===== src/rtl/prim_ram_scrubber_pkg.sv =====
// Shared types for the SRAM scrubber: FSM state encoding and response error bit positions.
package prim_ram_scrubber_pkg;

    typedef enum logic [2:0] {
        StIdle,
        StWait,
        StRead,
        StResp,
        StWback
    } scrub_state_e;

    // Bit positions within the 2-bit read response error code.
    localparam int unsigned ErrCorrBit   = 0;
    localparam int unsigned ErrUncorrBit = 1;

endpackage


===== src/rtl/prim_ram_scrubber_sat_cnt.sv =====
// Saturating up-counter: increments on inc_i and sticks at all-ones.
module prim_sat_cnt #(
    parameter int unsigned W = 16
) (
    input  logic         clk_i,
    input  logic         rst_ni,
    input  logic         inc_i,
    output logic [W-1:0] cnt_o
);

    logic [W-1:0] cnt_q;

    // Count up, holding once every bit is set.
    always_ff @(posedge clk_i or negedge rst_ni) begin
        if (!rst_ni) begin
            cnt_q <= '0;
        end else if (inc_i && (cnt_q != {W{1'b1}})) begin
            cnt_q <= cnt_q + W'(1);
        end
    end

    assign cnt_o = cnt_q;

endmodule


===== src/rtl/prim_ram_scrubber.sv =====
// Background SRAM scrubber: walks every word, reads it, writes back corrected data on a
// correctable ECC error, and logs uncorrectable errors. One request outstanding at a time.
module prim_ram_scrubber
    import prim_ram_scrubber_pkg::*;
#(
    parameter int unsigned Depth  = 512,
    parameter int unsigned Width  = 32,
    parameter int unsigned IntW   = 16,
    parameter int unsigned CntW   = 16,
    parameter int unsigned SramAw = $clog2(Depth)
) (
    input  logic              clk_i,
    input  logic              rst_ni,
    input  logic              en_i,
    input  logic [IntW-1:0]   interval_i,
    input  logic              gnt_i,
    output logic              req_o,
    output logic              write_o,
    output logic [SramAw-1:0] addr_o,
    output logic [Width-1:0]  wdata_o,
    input  logic              rvalid_i,
    input  logic [Width-1:0]  rdata_i,
    input  logic [1:0]        rerror_i,
    output logic              busy_o,
    output logic              done_o,
    output logic [CntW-1:0]   corr_cnt_o,
    output logic [CntW-1:0]   uncorr_cnt_o,
    output logic              uncorr_o,
    output logic [SramAw-1:0] uncorr_addr_o
);

    localparam logic [SramAw-1:0] LastAddr = SramAw'(Depth - 1);

    scrub_state_e      state_q;
    logic [SramAw-1:0] addr_q;
    logic [SramAw-1:0] addr_next;
    logic              addr_last;
    logic [IntW-1:0]   int_cnt_q;
    logic              req_q;
    logic              write_q;
    logic [Width-1:0]  wdata_q;
    logic              done_q;
    logic              uncorr_q;
    logic [SramAw-1:0] uncorr_addr_q;
    logic              rsp_fire;
    logic              corr_inc;
    logic              uncorr_inc;

    // Responses only count while a read is outstanding; an uncorrectable flag overrides
    // the correctable one.
    assign rsp_fire   = (state_q == StResp) && rvalid_i;
    assign uncorr_inc = rsp_fire && rerror_i[ErrUncorrBit];
    assign corr_inc   = rsp_fire && (rerror_i == 2'b01);

    assign addr_last = (addr_q == LastAddr);
    assign addr_next = addr_last ? '0 : addr_q + SramAw'(1);

    // Scrub FSM with registered SRAM request and status outputs.
    always_ff @(posedge clk_i or negedge rst_ni) begin
        if (!rst_ni) begin
            state_q       <= StIdle;
            addr_q        <= '0;
            int_cnt_q     <= '0;
            req_q         <= 1'b0;
            write_q       <= 1'b0;
            wdata_q       <= '0;
            done_q        <= 1'b0;
            uncorr_q      <= 1'b0;
            uncorr_addr_q <= '0;
        end else begin
            done_q   <= 1'b0;
            uncorr_q <= 1'b0;
            unique case (state_q)
                StIdle: begin
                    if (en_i) begin
                        state_q   <= StWait;
                        int_cnt_q <= interval_i;
                    end
                end
                StWait: begin
                    if (!en_i) begin
                        state_q <= StIdle;
                    end else if (int_cnt_q == '0) begin
                        state_q <= StRead;
                        req_q   <= 1'b1;
                        write_q <= 1'b0;
                    end else begin
                        int_cnt_q <= int_cnt_q - IntW'(1);
                    end
                end
                StRead: begin
                    // A grant in the same cycle as a disable still commits the read.
                    if (gnt_i) begin
                        state_q <= StResp;
                        req_q   <= 1'b0;
                    end else if (!en_i) begin
                        state_q <= StIdle;
                        req_q   <= 1'b0;
                    end
                end
                StResp: begin
                    if (rsp_fire) begin
                        if (uncorr_inc) begin
                            uncorr_q      <= 1'b1;
                            uncorr_addr_q <= addr_q;
                        end
                        if (corr_inc) begin
                            state_q <= StWback;
                            wdata_q <= rdata_i;
                            req_q   <= 1'b1;
                            write_q <= 1'b1;
                        end else begin
                            addr_q    <= addr_next;
                            done_q    <= addr_last;
                            int_cnt_q <= interval_i;
                            state_q   <= en_i ? StWait : StIdle;
                        end
                    end
                end
                StWback: begin
                    if (gnt_i) begin
                        req_q     <= 1'b0;
                        write_q   <= 1'b0;
                        addr_q    <= addr_next;
                        done_q    <= addr_last;
                        int_cnt_q <= interval_i;
                        state_q   <= en_i ? StWait : StIdle;
                    end
                end
                default: begin
                    state_q <= StIdle;
                    req_q   <= 1'b0;
                    write_q <= 1'b0;
                end
            endcase
        end
    end

    prim_sat_cnt #(
        .W(CntW)
    ) u_corr_cnt (
        .clk_i (clk_i),
        .rst_ni(rst_ni),
        .inc_i (corr_inc),
        .cnt_o (corr_cnt_o)
    );

    prim_sat_cnt #(
        .W(CntW)
    ) u_uncorr_cnt (
        .clk_i (clk_i),
        .rst_ni(rst_ni),
        .inc_i (uncorr_inc),
        .cnt_o (uncorr_cnt_o)
    );

    assign req_o         = req_q;
    assign write_o       = write_q;
    assign addr_o        = addr_q;
    assign wdata_o       = wdata_q;
    assign busy_o        = (state_q != StIdle);
    assign done_o        = done_q;
    assign uncorr_o      = uncorr_q;
    assign uncorr_addr_o = uncorr_addr_q;

endmodule

===== config.mk =====
export PLATFORM = sky130hd
export DESIGN_NAME = prim_ram_scrubber
export DESIGN_NICKNAME = d
export VERILOG_FILES = /design/src/rtl/prim_ram_scrubber_pkg.sv /design/src/rtl/prim_ram_scrubber_sat_cnt.sv /design/src/rtl/prim_ram_scrubber.sv
export SDC_FILE = /design/constraint.sdc
export NUM_CORES = 1
export LEC_CHECK = 0
export BUFFER_PORTS_ARGS = -buffer_cell sky130_fd_sc_hd__buf_2
export CAP_MARGIN = 20
export CORE_ASPECT_RATIO = 2
export CORE_MARGIN = 4
export CORE_UTILIZATION = 35
export CTS_CLUSTER_SIZE = 12
export DETAILED_ROUTE_END_ITERATION = 10
export GPL_TIMING_DRIVEN = 0
export SLEW_MARGIN = 5
export SYNTH_ARGS = -nofsm -noshare
export SYNTH_HDL_FRONTEND = slang
export SYNTH_SLANG_ARGS = --single-unit
export TNS_END_PERCENT = 20

===== constraint.sdc =====
create_clock -name clk_i -period 3.5 [get_ports clk_i]
set_input_delay 0.525 -clock clk_i [delete_from_list [all_inputs] [get_ports clk_i]]
set_output_delay 0.525 -clock clk_i [all_outputs]
set_load 0.01 [all_outputs]

==> results of run 1 <==
worst paths after layout:
check,startpoint,to,cells after the start
setup reg to reg,int_cnt_q[4]$_DFFE_PN0P_,int_cnt_q[5]$_DFFE_PN0P_,4
setup / recovery,int_cnt_q[4]$_DFFE_PN0P_,int_cnt_q[5]$_DFFE_PN0P_,4
min in group clk_i,rdata_i[19],wdata_o[19]$_DFFE_PN0P_,3
hold reg to reg,wdata_o[18]$_DFFE_PN0P_,wdata_o[18]$_DFFE_PN0P_,2
hold / removal,rst_ni,wdata_o[6]$_DFFE_PN0P_,1
max in group asynchronous,rst_ni,uncorr_addr_o[6]$_DFFE_PN0P_,2
power by group:
group | leakage [nW] | switching [W] | internal (W) | total [W]
logic | 1.76 | 0.000185 | 0.000123 | 0.000308
clock network | 0.155 | 0.000467 | 0.000585 | 0.00105
registers | 1.43 | 0.0000683 | 0.00126 | 0.00133
stage by stage:
step	cell area, µm²	power [W]
after CTS	6310	0.00273
after global routing	6310	0.00282
after global placement	5970	0.00165
final	6310	0.00269
after floorplan	5030	0.00152
after detailed placement	6000	0.00166
kinds of logic after synthesis:
family	Yosys count	synth area share (%)
AND/OR/NAND/NOR	253	23.6
flip-flops	105	52.2
AO/OA/AOI/OAI	90	11.5
buffers and inverters	32	2.83
XOR/XNOR	22	3.83
multiplexers	21	4.55
adder cells (fa/ha/maj)	6	1.49
cell usage after synthesis (2+ instances only):
library cell and count:
xnor2_1 12, a311oi_1 2, o21a_1 3, nor3_1 16, nand4_1 12, buf_2 4
a31oi_1 5, dfrtp_1 105, a21oi_1 19, nand2b_1 3, mux2_2 15, nand2_1 129
or3_1 2, nor4_1 8, and2_1 2, o31ai_1 9, o21ai_0 23, nand3_1 22
o22ai_1 2, a211oi_1 3, o211ai_1 2, a22oi_1 5, mux2i_1 6, clkbuf_1 12
inv_1 13, and3_1 8, xor2_1 10, a32oi_1 6, nor3b_1 2, o21ai_1 2
buf_4 2, ha_1 6, nor2_1 34
cells in the final DEF, fill, tap and decap left out, types with 6 or more instances in the layout:
cell type	synthesis	final
ha_1	6	6
mux2_2	15	15
nand2_1	129	129
nor3_1	16	16
xnor2_1	12	12
o21ai_0	23	23
nand4_1	12	12
a32oi_1	6	6
clkbuf_1	12	12
dfrtp_1	105	105
buf_2	4	143
and3_1	8	8
a21oi_1	19	19
mux2i_1	6	6
nand3_1	22	22
nor2_1	34	34
clkbuf_16	0	9
nor4_1	8	8
xor2_1	10	10
inv_1	13	13
o31ai_1	9	9
registers in the layout, indices dropped and copies added (netlist names):
name and flops:
state_q 3, addr_o 9, uncorr_o 1, write_o 1, int_cnt_q 16, u_corr_cnt.cnt_o 16, req_o 1, done_o 1
u_uncorr_cnt.cnt_o 16, wdata_o 32, uncorr_addr_o 9
area by class of cell:
| class | count | area [µm²] | share of cell area [%] |
|---|---|---|---|
| clock buffer | 10 | 239 | 3.79 |
| clock inverter | 6 | 72.6 | 1.15 |
| sequential | 105 | 2630 | 41.6 |
| inverter | 13 | 48.8 | 0.773 |
| timing repair buffer | 141 | 731 | 11.6 |
| tap | 189 | 236 | 3.75 |
| multi-input combinational | 392 | 2260 | 35.9 |
| buffer | 19 | 93.8 | 1.49 |
per-layer routing:
layer / up-vias / part of all wire, % / global-route usage, %
li1: 2166 / - / -
met3: 39 / 4.7 / 3.31
met1: 2147 / 36 / 17.5
met4: 0 / 3.8 / 8.87
met5: - / 0 / 0
met2: 137 / 56 / 32.3
==> impl_metrics.py, run 1 <==
metrics = {
    "status": {
        "status": "complete, no violations",
    },
    "finish": {
        "fin_cells": 875,
        "insertedDiodeCount": 0,
        "final_nets": 742,
        "area_growth_pct": 25.4,
        "fin_util_pct": 44.9,
        "drive_gt1_share_pct": 27.3,
        "nFillCells": 1418,
    },
    "synth": {
        "synth-edff-count": 0,
        "ys_seq_area_share_pct": 52.2,
        "synth_warnings": 0,
        "async_flop_share_pct": 100,
        "synth_area_mm2": 0.00503,
        "synth_area_leaders": "dfrtp_1, nand2_1, mux2_2",
        "ys_dominant_reg_cell": "dfrtp_1",
        "synthesis.nets": 590,
        "synth_top_area_cell": "dfrtp_1",
        "synth_cell_types": 58,
        "synth_top_area_share_pct": 52.2,
        "ys_seq_elements": 105,
        "syn_inst": 529,
        "synth.avg_cell_area_um2": 9.52,
    },
    "critical_path": {
        "cpMaxStageDelayCell": "nor4_1",
        "max_stage_delay_ns": 0.68,
        "worst-r2r-setup-slack_ns": 0.90,
        "cp-start-kind": "flop",
        "crit_type": "reg -> reg",
        "arrival_ns": 2.79,
        "crit_chain": "nor4_1, nand4_2, o21ai_1, o21ai_0",
        "cp.required_ns": 3.69,
        "crit_family": "simple AND/OR/NAND/NOR gates",
        "crit_buf_inv": 0,
        "cp-end-kind": "flop",
        "worst-path-max-fanout": 9,
    },
    "timing": {
        "min_period_over_period_pct": 74.3,
        "slew_headroom_pct": 39.0,
        "tns_ns": 0,
        "rsz0062_at_grt": "false",
        "min_period_ns": 2.60,
        "max_freq_mhz": 385,
        "setup_viol": 0,
        "fin_skew_ns": 0.0115,
        "tightest_slew_ns": 0.915,
        "layout_setup_ws_ns": 0.901,
        "hold_violations": 0,
        "hold_ws_ns": 0.204,
        "final_max_slew_viol_count": 0,
    },
    "clock_tree": {
        "cts.reportedPaths.clkPinSlew_ns": 0.08,
        "clock-root-buffer": "clkbuf_16",
        "cts_buffers": 9,
        "postCtsSetupRepairBufs": 0,
        "cts.sinks": 105,
        "cts_resized": 0,
        "cts_tree": "built",
        "ctsHoldBuffers": 0,
        "insertion_delay_ns": 0.35,
        "htreeDepth": 3,
        "cts_max_path_buffers": 2,
    },
    "drt": {
        "drt_iter0_markers": 213,
        "avgRoutedWirePerCell_um": 15.8,
        "drt_pass1_iterations": 4,
        "remaining_drc_errors": 0,
        "avgViaCountPerCell": 5.13,
        "vias": 4489,
        "drt-total-wl_um": 13800,
        "ant_nets": 0,
    },
    "place": {
        "post-dp-hpwl_um": 10800,
        "numPortBuffers": 140,
        "place_inst": 859,
        "place.gp.congestion": 0.894,
        "place_ws_ns": 0.935,
    },
    "die": {
        "num_rows": 61,
        "die_y_um": 178,
        "io_pins": 142,
        "die_x_um": 92.8,
        "dieArea_mm2": 0.0165,
        "core-area_mm2": 0.0140,
        "initial_utilization_pct": 35.8,
    },
    "power_and_ir_drop": {
        "ir_worst_vdd_v": 0.000227,
        "power-per-cell-area_mw_per_mm2": 426,
        "power.leakage_nw": 3.35,
    },
    "global_routing": {
        "grt_first_pass_wirelength_um": 22600,
        "grt_max_degree": 58,
        "grt_pass1_vias": 4712,
        "gr-usage-all-layers_pct": 17.2,
        "gr-total-overflow": 0,
        "antenna_found_initial": 0,
    },
    "run": {
        "maxCapViolCount": 0,
    },
    "min_path": {
        "hold_class": "in -> async",
    },
}
(Power assumes the default switching activity.)
==> inputs of run 2 (changes only) <==
- ABC_AREA: default -> 1
- clock period: 3.5 -> 2.14 ns (I/O delays scaled with it)
==> run 2 against run 1 <==
Final cell count up 26%. Count of clock-buffer cells in the layout decreased by 1. Routed wire length rose by 14%. First-iteration DRC count shrank 44%. Register-to-register slack worse by 0.67 ns. Sequential share of layout area is 2.8 points lower. Design area rose by 7.3%. Critical path type unchanged. Highest routed layer is now met5.
==> impl_metrics.py, run 2 <==
metrics = {
    "status": {
        "status": "complete, no violations",
    },
    "critical_path": {
        "cp.required_ns": 2.38,
        "cp-start-kind": "flop",
        "cp-end-kind": "flop",
        "crit_type": "reg -> reg",
        "worst-path-max-fanout": 10,
        "arrival_ns": 2.15,
    },
    "die": {
        "initial_utilization_pct": 35.8,
        "num_rows": 64,
        "core-area_mm2": 0.0153,
        "die_y_um": 185,
        "io_pins": 142,
        "dieArea_mm2": 0.0178,
        "die_x_um": 96.4,
    },
    "timing": {
        "rsz0062_at_grt": "false",
        "min_period_over_period_pct": 89.2,
        "hold_violations": 0,
        "final_max_slew_viol_count": 0,
        "max_freq_mhz": 524,
        "tightest_slew_ns": 0.632,
        "min_period_ns": 1.91,
        "layout_setup_ws_ns": 0.231,
        "setup_viol": 0,
        "fin_skew_ns": 0.0100,
        "slew_headroom_pct": 57.5,
        "hold_ws_ns": 0.155,
    },
    "drt": {
        "vias": 5137,
        "drt_pass1_iterations": 4,
        "avgRoutedWirePerCell_um": 14.2,
        "remaining_drc_errors": 0,
        "ant_nets": 0,
        "drt-total-wl_um": 15700,
        "avgViaCountPerCell": 4.66,
        "drt_iter0_markers": 120,
    },
    "clock_tree": {
        "htreeDepth": 3,
        "cts_tree": "built",
        "cts_buffers": 9,
        "clock-root-buffer": "clkbuf_16",
        "cts.sinks": 105,
        "cts_max_path_buffers": 2,
        "cts.reportedPaths.clkPinSlew_ns": 0.08,
        "insertion_delay_ns": 0.36,
    },
    "global_routing": {
        "gr-total-overflow": 0,
        "grt-busiest-layer": "met2",
        "grt_first_pass_wirelength_um": 25100,
        "use_met2_pct": 34.2,
        "antenna_found_initial": 3,
        "gr-usage-all-layers_pct": 18.3,
        "grt_max_degree": 88,
        "met3_usage_pct": 2.93,
        "met1_usage_pct": 19.1,
        "grt_pass1_vias": 5114,
    },
    "finish": {
        "area_growth_pct": 23.7,
        "final_common_cell": "nand2_1",
        "final_nets": 961,
        "drive_gt1_share_pct": 20.8,
        "layout_common_cells": "nand2_1, buf_2, dfrtp_1",
        "largest_reg_flops": 32,
    },
    "min_path": {
        "hold_class": "in -> reg",
    },
    "synth": {
        "synth-edff-count": 0,
        "ys_top_cells_by_count": "nand2_1, dfrtp_1, inv_1, nor2_1, nand3_1",
        "synth.avg_cell_area_um2": 7.36,
        "async_flop_share_pct": 100,
        "ys_seq_area_share_pct": 48.0,
        "synthesis.nets": 805,
        "ys_seq_elements": 105,
        "synth_warnings": 0,
        "synth.most_common_cell": "nand2_1",
        "ys_dominant_reg_cell": "dfrtp_1",
        "synth_cell_types": 28,
        "synth_top_area_share_pct": 48.0,
        "synth_area_mm2": 0.00547,
        "synth_top_area_cell": "dfrtp_1",
        "syn_inst": 744,
        "synth_area_leaders": "dfrtp_1, nand2_1, nand3_1",
    },
    "power_and_ir_drop": {
        "power.leakage_nw": 3.70,
        "ir_worst_vdd_v": 0.000552,
        "fin_total_pwr_w": 0.00850,
        "power-per-cell-area_mw_per_mm2": 1260,
    },
    "place": {
        "post-dp-hpwl_um": 11900,
        "place.gp.congestion": 0.905,
        "numPortBuffers": 141,
        "place_ws_ns": 0.0803,
    },
    "run": {
        "maxCapViolCount": 0,
    },
}
-- run 2: logic make-up after synthesis --
family	after synthesis	synth area share, %
buf+inv	92	6.72
fa+ha+maj	6	1.37
xor+xnor	24	3.84
compound gates	53	5.03
flops	105	48.0
mux	1	0.206
simple gates	463	34.8
-- run 2: cell type report --
class / instances / area, µm²
antenna: 1 / 2.50
buffer: 18 / 90.1
clock buffer: 9 / 225
clock inverter: 6 / 43.8
fill: 1621 / 8520
inverter: 74 / 278
multi-input combinational: 547 / 2490
sequential: 105 / 2630
tap: 198 / 248
timing repair buffer: 145 / 764
-- run 2: per-stage QoR --
stage          instances  setup TNS (ns)  util [%]  cell area, µm²
5_1_grt             1103               0      44.3            6770
3_3_place_gp        1083          -65.26      42.0            6430
2_1_floorplan        744               0         -            5470
6_report            1103               0      44.3            6770
3_5_place_dp        1084               0      42.2            6460
4_1_cts             1100               0      44.1            6740
-- run 2: metal layers --
layer  wire length, µm  part of all wire, %
met1              5770                   37
met2              8850                   56
met3               550                  3.5
met4               485                  3.1
met5                14                0.089
-- run 2: where the power goes --
| group | total, W | leakage, nW | internal [W] | switching (W) |
|---|---|---|---|---|
| logic | 0.00354 | 2.24 | 0.00131 | 0.00223 |
| clock network | 0.00157 | 0.132 | 0.000791 | 0.000784 |
| registers | 0.00338 | 1.33 | 0.00273 | 0.000651 |
| total | 0.00850 | 3.70 | 0.00483 | 0.00367 |
-- run 2: path summary, 6_finish.rpt --
path | end | cells past startpoint | from | slack (ns)
max reg2reg | u_uncorr_cnt.cnt_o[2]$_DFFE_PN0P_ | 9 | u_uncorr_cnt.cnt_o[0]$_DFFE_PN0P_ | 0.23
min in group asynchronous | uncorr_addr_o[7]$_DFFE_PN0P_ | 2 | rst_ni | 0.37
min | wdata_o[17]$_DFFE_PN0P_ | 3 | rdata_i[17] | 0.15
min reg2reg | wdata_o[31]$_DFFE_PN0P_ | 2 | wdata_o[31]$_DFFE_PN0P_ | 0.47
max in group asynchronous | int_cnt_q[0]$_DFFE_PN0P_ | 3 | rst_ni | 1.05
max | u_uncorr_cnt.cnt_o[2]$_DFFE_PN0P_ | 9 | u_uncorr_cnt.cnt_o[0]$_DFFE_PN0P_ | 0.23
-- run 2: timing repair --
item / in CTS / in global routing
setup buffers: 0 / 2
gates resized for setup: 0 / 3
setup endpoints to repair: 0 / 21
hold buffers: 1 / 0
hold endpoints to repair: 18 / 0
-- run 2: critical path, cell delays in order (launching register included) --
cell and delay, ns:
dfrtp_1 0.44, ha_1 0.23, nand3_1 0.16, nor3_2 0.24, nand3_1 0.19, nand2_4 0.16
inv_2 0.07, buf_4 0.17, nand3_1 0.07, nand2_1 0.06
